## config.mk

```make
export PLATFORM = sky130hd
export DESIGN_NAME = instr_fetch_flat
export DESIGN_NICKNAME = d
export VERILOG_FILES = /design/src/rtl/instr_fetch_pkg.sv /design/src/rtl/instr_fetch_if.sv /design/src/rtl/instr_fetch_pc_next_calc.sv /design/src/rtl/instr_fetch.sv /design/src/flat_wrapper.sv
export SDC_FILE = /design/constraint.sdc
export NUM_CORES = 1
export LEC_CHECK = 0
export ABC_CLOCK_PERIOD_IN_PS = 5500
export CORE_ASPECT_RATIO = 0.9
export CORE_MARGIN = 5
export CORE_UTILIZATION = 45
export DETAILED_ROUTE_END_ITERATION = 12
export GPL_ROUTABILITY_DRIVEN = 0
export PLACE_DENSITY = 0.87
export SYNTH_ARGS = -nofsm -noshare
export SYNTH_HDL_FRONTEND = slang
export SYNTH_HIERARCHICAL = 1
export SYNTH_SLANG_ARGS = --single-unit
export TNS_END_PERCENT = 20
```

## constraint.sdc

```tcl
create_clock -name clk -period 5.5 [get_ports clk]
set_clock_uncertainty 0.2 [all_clocks]
set_input_delay 1.1 -clock clk [delete_from_list [all_inputs] [get_ports clk]]
set_output_delay 1.1 -clock clk [all_outputs]
set_load 0.05 [all_outputs]
```

## src/rtl/instr_fetch_pkg.sv

```systemverilog
// -----------------------------------------------------------------------------
// instr_fetch_pkg
// Shared definitions for the fetch stage and the single-cycle datapath:
//   - XLEN                          : architectural register / address width
//   - RESET_PC_DEFAULT              : default reset program counter
//   - NOP_INSTR_DEFAULT             : addi x0,x0,0, shown when no instruction is held
//   - pc_src_plus_4/pc_src_plus_off : next-PC select encodings from the controller
//   - fetch_state_e                 : fetch sequencer states
// -----------------------------------------------------------------------------
package instr_fetch_pkg;

    localparam int XLEN = 32;

    localparam logic [XLEN-1:0] RESET_PC_DEFAULT  = 32'h0000_0000;
    localparam logic [XLEN-1:0] NOP_INSTR_DEFAULT = 32'h0000_0013;

    localparam logic pc_src_plus_4   = 1'b0;
    localparam logic pc_src_plus_off = 1'b1;

    typedef enum logic [2:0] {
        FS_RESET,
        FS_REQ,
        FS_WAIT,
        FS_HOLD,
        FS_FAULT
    } fetch_state_e;

endpackage

```

## src/rtl/instr_fetch_if.sv

```systemverilog
// -----------------------------------------------------------------------------
// instr_fetch_if
// Instruction-memory request/response bus.
//   imem_addr   : request address            (master -> slave)
//   imem_req    : single-cycle request strobe (master -> slave)
//   imem_rvalid : response valid              (slave -> master)
//   imem_rdata  : response instruction word   (slave -> master)
// The fetch stage is the master, the instruction memory is the slave.
// -----------------------------------------------------------------------------
interface instr_fetch_if;
    import instr_fetch_pkg::*;

    logic [XLEN-1:0] imem_addr;
    logic            imem_req;
    logic            imem_rvalid;
    logic [XLEN-1:0] imem_rdata;

    modport master (
        output imem_addr,
        output imem_req,
        input  imem_rvalid,
        input  imem_rdata
    );

    modport slave (
        input  imem_addr,
        input  imem_req,
        output imem_rvalid,
        output imem_rdata
    );

endinterface

```

## src/rtl/instr_fetch_pc_next_calc.sv

```systemverilog
// -----------------------------------------------------------------------------
// instr_fetch_pc_next_calc
// Combinational next-PC computation, shared with the datapath.
//   pc         in  : current program counter
//   pc_src     in  : pc_src_plus_4 or pc_src_plus_off
//   imm_ext    in  : sign-extended branch/jump offset
//   next_pc    out : pc+4 or pc+imm_ext, wrapping modulo 2^32
//   misaligned out : next_pc is not word aligned
// -----------------------------------------------------------------------------
module instr_fetch_pc_next_calc
    import instr_fetch_pkg::*;
(
    input  logic [XLEN-1:0] pc,
    input  logic            pc_src,
    input  logic [XLEN-1:0] imm_ext,
    output logic [XLEN-1:0] next_pc,
    output logic            misaligned
);

    assign next_pc    = (pc_src == pc_src_plus_off) ? (pc + imm_ext) : (pc + XLEN'(4));
    assign misaligned = |next_pc[1:0];

endmodule

```

## src/rtl/instr_fetch.sv

```systemverilog
// -----------------------------------------------------------------------------
// instr_fetch
// Fetch stage in front of the single-cycle RISC-V controller/datapath. Owns the
// PC, issues one request per instruction to a variable-latency memory, holds
// the returned instruction until it is retired, then steps the PC.
//   clk, rst_n   : clock, synchronous active-low reset
//   pc_src       : next-PC select from the controller
//   imm_ext      : sign-extended branch/jump offset
//   retire       : datapath commits the held instruction this cycle
//   imem         : instruction-memory bus (master side)
//   instr        : held instruction, NOP_INSTR when none is valid
//   instr_valid  : instr is a real fetched instruction
//   pc           : address of instr
//   pc_plus_4    : pc+4 link value
//   fault        : sticky fault (memory timeout or misaligned target)
// -----------------------------------------------------------------------------
module instr_fetch
    import instr_fetch_pkg::*;
#(
    parameter logic [XLEN-1:0] RESET_PC  = RESET_PC_DEFAULT,
    parameter logic [XLEN-1:0] NOP_INSTR = NOP_INSTR_DEFAULT,
    parameter int              TIMEOUT   = 16
) (
    input  logic              clk,
    input  logic              rst_n,
    input  logic              pc_src,
    input  logic [XLEN-1:0]   imm_ext,
    input  logic              retire,
    instr_fetch_if.master     imem,
    output logic [XLEN-1:0]   instr,
    output logic              instr_valid,
    output logic [XLEN-1:0]   pc,
    output logic [XLEN-1:0]   pc_plus_4,
    output logic              fault
);

    localparam int              CNT_W    = $clog2(TIMEOUT);
    localparam logic [CNT_W-1:0] CNT_LAST = CNT_W'(TIMEOUT - 1);

    fetch_state_e     state;
    logic [CNT_W-1:0] wait_cnt;
    logic             req_q;
    logic [XLEN-1:0]  addr_q;
    logic [XLEN-1:0]  next_pc;
    logic             misaligned;

    instr_fetch_pc_next_calc u_pc_next_calc (
        .pc         (pc),
        .pc_src     (pc_src),
        .imm_ext    (imm_ext),
        .next_pc    (next_pc),
        .misaligned (misaligned)
    );

    assign pc_plus_4      = pc + XLEN'(4);
    assign imem.imem_req  = req_q;
    assign imem.imem_addr = addr_q;

    // req_q is registered so it is high exactly while the sequencer sits in
    // FS_REQ; every transition into FS_REQ therefore raises it in the same edge.
    always_ff @(posedge clk) begin
        if (!rst_n) begin
            state       <= FS_RESET;
            pc          <= RESET_PC;
            instr       <= NOP_INSTR;
            instr_valid <= 1'b0;
            req_q       <= 1'b0;
            addr_q      <= RESET_PC;
            fault       <= 1'b0;
            wait_cnt    <= '0;
        end else begin
            case (state)
                FS_RESET: begin
                    state  <= FS_REQ;
                    req_q  <= 1'b1;
                    addr_q <= pc;
                end
                FS_REQ: begin
                    state    <= FS_WAIT;
                    req_q    <= 1'b0;
                    wait_cnt <= '0;
                end
                FS_WAIT: begin
                    // A response in the final allowed cycle still wins over the timeout.
                    if (imem.imem_rvalid) begin
                        instr       <= imem.imem_rdata;
                        instr_valid <= 1'b1;
                        state       <= FS_HOLD;
                    end else if (wait_cnt == CNT_LAST) begin
                        fault <= 1'b1;
                        state <= FS_FAULT;
                    end else begin
                        wait_cnt <= wait_cnt + 1'b1;
                    end
                end
                FS_HOLD: begin
                    if (retire) begin
                        instr       <= NOP_INSTR;
                        instr_valid <= 1'b0;
                        if (!misaligned) begin
                            pc     <= next_pc;
                            addr_q <= next_pc;
                            req_q  <= 1'b1;
                            state  <= FS_REQ;
                        end else begin
                            fault <= 1'b1;
                            state <= FS_FAULT;
                        end
                    end
                end
                FS_FAULT: begin
                    state <= FS_FAULT;
                end
                default: begin
                    fault       <= 1'b1;
                    instr       <= NOP_INSTR;
                    instr_valid <= 1'b0;
                    req_q       <= 1'b0;
                    state       <= FS_FAULT;
                end
            endcase
        end
    end

endmodule

```

## src/flat_wrapper.sv

```systemverilog
// flat-port wrapper written by rule: the top's interface ports become plain ports
module instr_fetch_flat import instr_fetch_pkg::*;
#(
    parameter logic [XLEN-1:0] RESET_PC  = RESET_PC_DEFAULT,
    parameter logic [XLEN-1:0] NOP_INSTR = NOP_INSTR_DEFAULT,
    parameter int              TIMEOUT   = 16
)
  (clk, rst_n, pc_src, imm_ext, retire, instr, instr_valid, pc, pc_plus_4, fault, imem_imem_addr, imem_imem_req, imem_imem_rvalid, imem_imem_rdata);
  instr_fetch_if imem_i ();
  input  logic clk;
  input  logic rst_n;
  input  logic pc_src;
  input  logic [XLEN-1:0] imm_ext;
  input  logic retire;
  output logic [XLEN-1:0] instr;
  output logic instr_valid;
  output logic [XLEN-1:0] pc;
  output logic [XLEN-1:0] pc_plus_4;
  output logic fault;
  output wire logic [$bits(imem_i.imem_addr)-1:0] imem_imem_addr;
  output wire logic [$bits(imem_i.imem_req)-1:0] imem_imem_req;
  input wire logic [$bits(imem_i.imem_rvalid)-1:0] imem_imem_rvalid;
  input wire logic [$bits(imem_i.imem_rdata)-1:0] imem_imem_rdata;
  assign imem_imem_addr = imem_i.imem_addr;
  assign imem_imem_req = imem_i.imem_req;
  assign imem_i.imem_rvalid = imem_imem_rvalid;
  assign imem_i.imem_rdata = imem_imem_rdata;
  instr_fetch #(.RESET_PC(RESET_PC), .NOP_INSTR(NOP_INSTR), .TIMEOUT(TIMEOUT)) u_core (.clk(clk), .rst_n(rst_n), .pc_src(pc_src), .imm_ext(imm_ext), .retire(retire), .imem(imem_i), .instr(instr), .instr_valid(instr_valid), .pc(pc), .pc_plus_4(pc_plus_4), .fault(fault));
endmodule
```

==> out/results.tsv <==
metric	value	unit
final_core_util	60.4	%
worstPathRequired	4.20	ns
power.leakage	3.77	nW
hold_path_class	reg2reg	
tightest_slew	1.19	ns
post-route-period-util	84.1	%
internal_power	1.49	mW
ys_ff_latch	106	
track_usage	23.9	%
end_kind	primary output	
syn_avg_cell_area	7.85	um^2
dp_hpwl	17000	um
fin_area	9710	um^2
ir_drop	0.260	mV
final_cells	1311	
slowest_delay	0.83	ns
dpl.cell_count	1295	
cts_root_buffer	clkbuf_16	
synthTopCellsByArea	dfxtp_1 29%, xnor2_1 6.4%, a21oi_1 5.9%, nor2_1 5.9%, ha_1 5.8%	
power.switching	0.905	mW
start_util	45.7	%
cp_cell_sequence	clkinv_1 -> nor4_4 -> nand4_1 -> xnor2_1 -> clkdlybuf4s50_1	
synth_top_area_share	28.9	%
port_buffers	199	
post_cts_buffers	0	
final_hold_viol_count	0	
ys_warn_count	6	
clkPwrFrac	26.2	%
grt_pass1_wl	37300	um
die_area	19000	um^2
place_area	9420	um^2
htreeDepth	3	
arrival	3.33	ns
antenna_left	0	
clkTransAtPathRegs	0.07	ns
maxCapViolCount	0	
yosys.area.top_type	dfxtp_1	
synth_cell_types	71	
grt_max_degree	65	
syn2layout_area_growth	32.2	%
post_drt_wl_per_cell	17.9	um
critPathTopFamily	buffers and inverters	
core_area	16100	um^2
syn-num-nets	1040	
dieWidth	145	um
finalSetupViolCount	0	
layout_setup_ws	0.872	ns
p_comb_share	35.6	%
nets	1203	
timing.fmax	216	MHz
first_pass_iters	5	
crit_buf_inv	2	
cts_buffers	9	
via_per_inst	5.82	
regArea	2120	um^2
rsz0062_at_grt	no	
die_h	131	um
status	finished, final reports clean	
slowest_stage	clkdlybuf4s50_1	
grt_pass1_vias	7189	
cts_hold_buffers	0	
vias	7633	
start_kind	flip-flop	
clk_path_buf_depth	2	
drive_above_1_share	4.89	%
cts.sinks	106	
nFillCells	1441	
sw_frac_of_total	37.8	%
clock_latency	0.34	ns
slew_viol_final	0	
first_iter_violations	695	
critPathMaxFanout	10	
ys_seq_area_share	28.9	%
pre_cts_ws	0.972	ns
io_pins	200	
power_density	247	nW/um^2
multi_input_comb_area	4870	um^2
syn_inst	936	
cts_tree	built	
gr-total-overflow	0	
p_seq_share	38.2	%
timing.setup.tns	0	ns
ys_async_sr_fraction	0	%
worstSetupPathType	reg2out	
synth_enable_flop_cells	0	
finalWorstPathRequiredPeriod	4.63	ns
antenna_found_initial	0	
cts_resized	0	
relSlewSlack	20.5	%
drt-total-wl	23400	um
n_antenna_cell	0	
synth-main-ff-cell	dfxtp_1	
fp-row-count	44	
synthesis.area	7350	um^2
drc	0	
[per-layer routing]
layer | up-vias | wire length [um] | GRT usage, %
met3 | 50 | 1950 | 5.20
met1 | 3524 | 9850 | 32.1
met5 | - | 0 | 0
met2 | 356 | 11000 | 38.0
met4 | 0 | 650 | 8.19
li1 | 3703 | - | -
[cell usage after synthesis, types with 3 or more instances]
| master | instances |
|---|---|
| nand3b_1 | 4 |
| o211ai_1 | 3 |
| nand2_1 | 104 |
| buf_6 | 4 |
| a31oi_1 | 7 |
| nor2_1 | 115 |
| and3_1 | 8 |
| nand4_1 | 22 |
| nand2b_1 | 4 |
| buf_4 | 4 |
| a221o_1 | 3 |
| nor3_1 | 12 |
| a21o_1 | 12 |
| nor4_1 | 4 |
| inv_1 | 17 |
| o21ai_1 | 3 |
| xnor2_1 | 54 |
| o21ai_0 | 28 |
| o31ai_1 | 4 |
| o21bai_1 | 5 |
| and3b_1 | 3 |
| nor2b_1 | 7 |
| and4_1 | 7 |
| and2_1 | 7 |
| a21oi_1 | 87 |
| a211oi_1 | 37 |
| mux2i_1 | 35 |
| nor3b_1 | 4 |
| dfxtp_1 | 106 |
| xor2_1 | 22 |
| ha_1 | 34 |
| o21a_1 | 7 |
| a32oi_1 | 29 |
| clkbuf_1 | 38 |
| or3_1 | 4 |
| mux2_2 | 3 |
| buf_2 | 15 |
| nand3_1 | 34 |
[cells by family after synthesis]
kind of cell	share of synthesized area, %
adders and majority gates	6.06
xor gates and xnor gates	9.06
AOI/OAI and AO/OA	22.2
and+or+nand+nor	23.6
DFF	28.9
muxes	5.23
buffers and inverters	5.02
[power groups by stage]
stage	combinational [mW]	sequential, mW	clock [mW]
5_1_grt	0.910	0.924	0.668
2_1_floorplan	0.336	1.16	0
3_3_place_gp	0.837	0.928	0
3_5_place_dp	0.849	0.929	0
4_1_cts	0.852	0.913	0.636
6_report	0.854	0.915	0.627
[metrics by stage]
| step | total power [mW] | hold WS [ns] |
|---|---|---|
| 6_report | 2.40 | 0.267 |
| 5_1_grt | 2.50 | 0.310 |
| 4_1_cts | 2.40 | 0.267 |
| 3_5_place_dp | 1.78 | 0.258 |
| 3_3_place_gp | 1.77 | 0.249 |
| 2_1_floorplan | 1.49 | 0.267 |
[tightest hold or removal path, delay by kind of cell, from the launching register on]
family,cells,cell delay [ns]
simple gates,1,0.06
flops,1,0.31
compound gates,1,0.06
[registers in the layout, indices dropped and copies added, names as in the netlist]
name / count
u_core/imem.imem_addr: 32
u_core/instr: 32
u_core/pc: 32
u_core/wait_cnt: 4
u_core/state: 3
u_core/fault: 1
u_core/imem.imem_req: 1
u_core/instr_valid: 1
[worst paths after layout]
path	to	from	depth (start not counted)	slack (ns)
max	pc_plus_4[29]	u_core/pc[9]	5	0.87
min	u_core/instr_valid	u_core/instr_valid	2	0.27
max reg2reg	u_core/imem.imem_addr[29]	u_core/pc[8]	11	1.92
min reg2reg	u_core/instr_valid	u_core/instr_valid	2	0.27
[placed cells by master, fill, tap and decap left out, types with 4 or more instances in the layout]
| master | count |
|---|---|
| o31ai_1 | 4 |
| a32oi_1 | 29 |
| clkdlybuf4s50_1 | 198 |
| inv_1 | 17 |
| nand3_1 | 34 |
| and3_1 | 8 |
| or3_1 | 4 |
| nor2_1 | 115 |
| ha_1 | 34 |
| clkbuf_16 | 9 |
| a21o_1 | 12 |
| nor2b_1 | 7 |
| nand2b_1 | 4 |
| nor4_1 | 4 |
| nand3b_1 | 4 |
| o21a_1 | 7 |
| dfxtp_1 | 106 |
| nor3_1 | 12 |
| and4_1 | 7 |
| mux2i_1 | 35 |
| o21bai_1 | 5 |
| xnor2_1 | 54 |
| nand2_1 | 104 |
| a31oi_1 | 7 |
| and2_1 | 7 |
| a21oi_1 | 87 |
| xor2_1 | 22 |
| nand4_1 | 22 |
| o21ai_0 | 28 |
| a211oi_1 | 37 |
| buf_4 | 15 |
| nor3b_1 | 4 |
[layout make-up]
type	count	share of cell area [%]
timing repair buffer	214	21.6
clock buffer	13	2.78
inverter	19	0.735
tap	207	2.67
multi-input combinational	749	50.1
sequential	106	21.9
clock inverter	3	0.219
No activity file was read; power rests on OpenSTA's default activity.
